$ cat config.mk
export PLATFORM = sky130hd
export DESIGN_NAME = pipe_stage_reg
export DESIGN_NICKNAME = d
export VERILOG_FILES = /design/src/rtl/pipe_stage_reg.sv
export SDC_FILE = /design/constraint.sdc
export NUM_CORES = 1
export LEC_CHECK = 0
export ABC_AREA = 1
export CAP_MARGIN = 10
export CORE_ASPECT_RATIO = 1.75
export CORE_UTILIZATION = 54
export DETAILED_ROUTE_END_ITERATION = 8
export PLACE_DENSITY = 0.89
export REMOVE_ABC_BUFFERS = 1
export SYNTH_ARGS = -nofsm -noshare
export SYNTH_HDL_FRONTEND = slang
export SYNTH_SLANG_ARGS = --single-unit
$ cat constraint.sdc
create_clock -name clk -period 1.9 [get_ports clk]
set_input_delay 0.475 -clock clk [delete_from_list [all_inputs] [get_ports clk]]
set_output_delay 0.475 -clock clk [all_outputs]
set_load 0.02 [all_outputs]
$ cat src/rtl/pipe_stage_reg.sv
// pipe_stage_reg -- generic pipeline stage register with a 2-entry skid buffer.
//
// Carries one packed bundle per beat between two pipeline stages using a
// valid/ready handshake. It sustains full throughput, and in_ready is registered,
// so it has no combinational path from out_ready. flush discards all held beats
// and any beat offered in the same cycle.
//
// Optional feature: define PIPE_STAGE_STATS_EN to enable the saturating
// stall counter. When it is undefined, stall_cnt is tied to 0.
//
// Ports:
//   clk        in   clock, rising edge
//   rst_n      in   asynchronous active-low reset
//   flush      in   synchronous flush (bubble insertion)
//   in_valid   in   upstream beat present
//   in_ready   out  stage can accept a beat (registered)
//   in_data    in   upstream bundle [DATA_W]
//   out_valid  out  beat available downstream
//   out_ready  in   downstream accepts (low = stall)
//   out_data   out  bundle to downstream [DATA_W]
//   occupancy  out  beats held: 0, 1 or 2
//   stall_cnt  out  stall cycle counter [CNT_W]
module pipe_stage_reg #(
    parameter int unsigned          DATA_W    = 64,
    parameter logic [DATA_W-1:0]    RESET_VAL = {DATA_W{1'b0}},
    parameter int unsigned          CNT_W     = 16
) (
    input  logic              clk,
    input  logic              rst_n,
    input  logic              flush,
    input  logic              in_valid,
    output logic              in_ready,
    input  logic [DATA_W-1:0] in_data,
    output logic              out_valid,
    input  logic              out_ready,
    output logic [DATA_W-1:0] out_data,
    output logic [1:0]        occupancy,
    output logic [CNT_W-1:0]  stall_cnt
);

    typedef enum logic [1:0] {StEmpty, StOne, StTwo} state_e;

    state_e            state_q, state_d;
    logic [DATA_W-1:0] main_q, main_d;
    logic [DATA_W-1:0] skid_q, skid_d;
    logic              in_ready_q;
    logic              accept, pop;

    assign in_ready  = in_ready_q;
    assign out_valid = (state_q != StEmpty);
    assign out_data  = main_q;
    assign accept    = in_valid & in_ready_q;
    assign pop       = out_valid & out_ready;

    always_comb begin
        state_d = state_q;
        main_d  = main_q;
        skid_d  = skid_q;
        if (flush) begin
            state_d = StEmpty;
        end else begin
            unique case (state_q)
                StEmpty: begin
                    if (accept) begin
                        state_d = StOne;
                        main_d  = in_data;
                    end
                end
                StOne: begin
                    if (accept && pop) begin
                        main_d = in_data;
                    end else if (accept) begin
                        state_d = StTwo;
                        skid_d  = in_data;
                    end else if (pop) begin
                        state_d = StEmpty;
                    end
                end
                StTwo: begin
                    // in_ready is low here, so only a pop can happen; the skid
                    // beat is older than anything upstream and moves to main.
                    if (pop) begin
                        state_d = StOne;
                        main_d  = skid_q;
                    end
                end
                default: state_d = StEmpty;
            endcase
        end
    end

    always_comb begin
        occupancy = 2'd0;
        unique case (state_q)
            StEmpty: occupancy = 2'd0;
            StOne:   occupancy = 2'd1;
            StTwo:   occupancy = 2'd2;
            default: occupancy = 2'd0;
        endcase
    end

    always_ff @(posedge clk or negedge rst_n) begin
        if (!rst_n) begin
            state_q    <= StEmpty;
            main_q     <= RESET_VAL;
            skid_q     <= RESET_VAL;
            in_ready_q <= 1'b1;
        end else begin
            state_q    <= state_d;
            main_q     <= main_d;
            skid_q     <= skid_d;
            // Registered copy of !skid_valid for the next cycle.
            in_ready_q <= (state_d != StTwo);
        end
    end

`ifdef PIPE_STAGE_STATS_EN
    logic [CNT_W-1:0] stall_q;

    always_ff @(posedge clk or negedge rst_n) begin
        if (!rst_n) begin
            stall_q <= '0;
        end else if (out_valid && !out_ready && !flush && (stall_q != {CNT_W{1'b1}})) begin
            stall_q <= stall_q + 1'b1;
        end
    end

    assign stall_cnt = stall_q;
`else
    assign stall_cnt = '0;
`endif

endmodule
==> flow_summary.yaml <==
status:
  status: "complete, no violations"
synthesis:
  yosys_register_bits: 131
  synth_edf_count: 0
  netlist_top_cells_count: "nand2_1 (389), nand3_1 (192), dfrtp_1 (130)"
  synth.most_common_cell: "nand2_1"
  syn_avg_cell_area_sq_um: 7.71
  mappedNetlistArea_sq_um: 6250
  synth_flop_cell: "dfrtp_1"
  yosysTopAreaCell: "dfrtp_1"
  synth_warnings: 0
  synthArstFlopShare_pct: 100
  yosys-top-cells-area: "dfrtp_1 (52%), nand2_1 (23%), nand3_1 (15%), buf_2 (3.5%), buf_4 (3.0%)"
  yosysSeqAreaShare_pct: 52.4
  ys_types: 18
  synth_top_area_share_pct: 52.0
  syn_inst: 811
worst_setup_path:
  arrival_ps: 1400
  crit_chain: "clkdlybuf4s50_1"
  cpPeakStageDelay_ps: 610
  start_kind: "flop"
  worst_path_dominant_cell_family: "buffers and inverters"
  startpoint: "out_data[60]"
  r2r-start: "state_q[0]"
  worstSetupPathDepth: 1
  reg2regPathDepth: 6
  critPathBufInv: 1
  end_kind: "output pin"
  crit_type: "flop to output pin"
  cpMaxStageDelayCell: "clkdlybuf4s50_1"
  cp.required_ps: 1420
  cp_max_fo: 2
layout:
  ff_latch_area_sq_um: 3280
  syn2layout_area_growth_pct: 35.8
  fill_cells: 778
  final_cells: 1073
  final_nets: 996
  multi_input_area_sq_um: 2580
  drive_gt1_share_pct: 7.02
floorplan:
  die_w_microns: 83.3
  dieArea_sq_um: 12000
  core_area_sq_um: 11200
  ios: 153
  die_h_microns: 144
  row_count: 51
  start_util_pct: 55.7
drt:
  antenna_left: 0
  routedWlPerCell_microns: 16.2
  drtPass1Iterations: 6
  vias: 6040
  drt_iter0_drc: 627
  wl_mm: 17.4
  vias_per_cell: 5.63
  drcViolationCount: 0
timing:
  worst_pin_slew_ps: 705
  fmax_ghz: 0.533
  setup_violations: 0
  hold_viol: 0
  skew_ps: 7.10
  relSlewSlack_pct: 53.0
  rsz0062_at_grt: "false"
  finalCriticalPeriod_ps: 1880
  finalCritPeriodShare_pct: 98.8
  slew_violations: 0
global_routing:
  grt_overflow: 0
  grt_max_degree: 66
  grt.total_usage_pct: 29.6
  grt_pass1_vias: 5672
  antenna_found_initial: 1
  grt_pass1_wl_mm: 27.8
place:
  portBuffers: 136
  gp_congestion: 0.830
  dp.cells: 1040
  dpl.hpwl_mm: 10.3
clocking:
  cts_tree: "yes"
  insertion_delay_ps: 420
  cts_made_buffers: 17
  htreeDepth: 4
  clockRootBuffer: "clkbuf_16"
  clkSinkCount: 131
  clk_pin_slew_worst_paths_ps: 60
  holdBufCountCts: 0
  clock_tree.buffer_depth: 2
power:
  p_per_area_nw_per_um2: 1150
  power_leakage_nw: 4.61
  total_power_w: 0.00979
  ir_drop_mv: 0.774
run:
  cap_violations: 0
min_path:
  min-delay-path-class: "input port to async pin"
-- timing repair --
action,CTS,global route
buffers inserted,0,0
resized for setup,9,17
pin swaps,0,0
setup endpoints to repair,8,17
-- routing by layer --
layer	vias to the layer above	global-route usage, %	routed length [microns]
li1	2786	-	-
met1	2836	33.5	6270
met2	348	52.0	9050
met3	70	5.31	1210
met4	0	17.8	833
met5	-	0	0
-- report_power, final --
group	leakage, nW	internal [W]	switching, W
Clock	0.334	0.00273	0.00124
Combinational	2.63	0.000891	0.00116
Sequential	1.64	0.00340	0.000371
-- cells by family after synthesis --
logic type / count (synthesis) / synth area share, %
DFF: 131 / 52.4
and+or+nand+nor: 590 / 39.4
other: 1 / 0.0600
buffers and inverters: 85 / 7.66
AOI/OAI and AO/OA: 4 / 0.420
-- sequential cells by signal (all words and copies together), names as in the netlist --
signal	count
skid_q	64
state_q	2
out_data	64
in_ready	1
-- layout by cell type, fill, tap and decap left out, drive strengths merged --
cell	n
a21oi	2
buf	24
bufinv	8
clkbuf	20
clkdlybuf4s15	1
clkdlybuf4s50	112
clkinv	2
clkinvlp	3
conb	16
dfrtp	130
dfstp	1
diode	1
dlygate4sd2	6
dlymetal6s2s	15
inv	8
nand2	391
nand3	192
nor2	7
o211ai	1
o21ai	1
-- stage by stage --
step	worst slack, ps	TNS, ps	instance area [sq um]	util, %	hold slack [ps]
floorplan	-2230	-285520	5860	-	179
global placement	-31.5	-979	7750	69.0	452
detailed placement	-75.0	-2410	7750	69.0	458
CTS	0.379	0	8460	75.3	17.6
global route	0.587	0	8490	75.6	32.2
finish	22.6	0	8490	75.6	1.32
-- area by class of cell --
cell class,count,share of cell area (%)
Clock inverter,13,3.30
Sequential cell,131,38.6
Timing Repair Buffer,159,20.3
Clock buffer,19,5.10
Antenna cell,1,0.0295
Inverter,8,0.354
Tap cell,132,1.94
Multi-Input combinational cell,610,30.4
-- worst paths after layout --
path                            slack (ps)           end
worst max-delay path                    20  out_data[60]
worst min-delay path                     1  out_data[58]
worst max register to register         140  out_data[38]
worst min register to register         470  out_data[52]
max in group asynchronous             1290  out_data[15]
min in group clk                       470  out_data[52]
No activity file was read; power rests on OpenSTA's default activity.
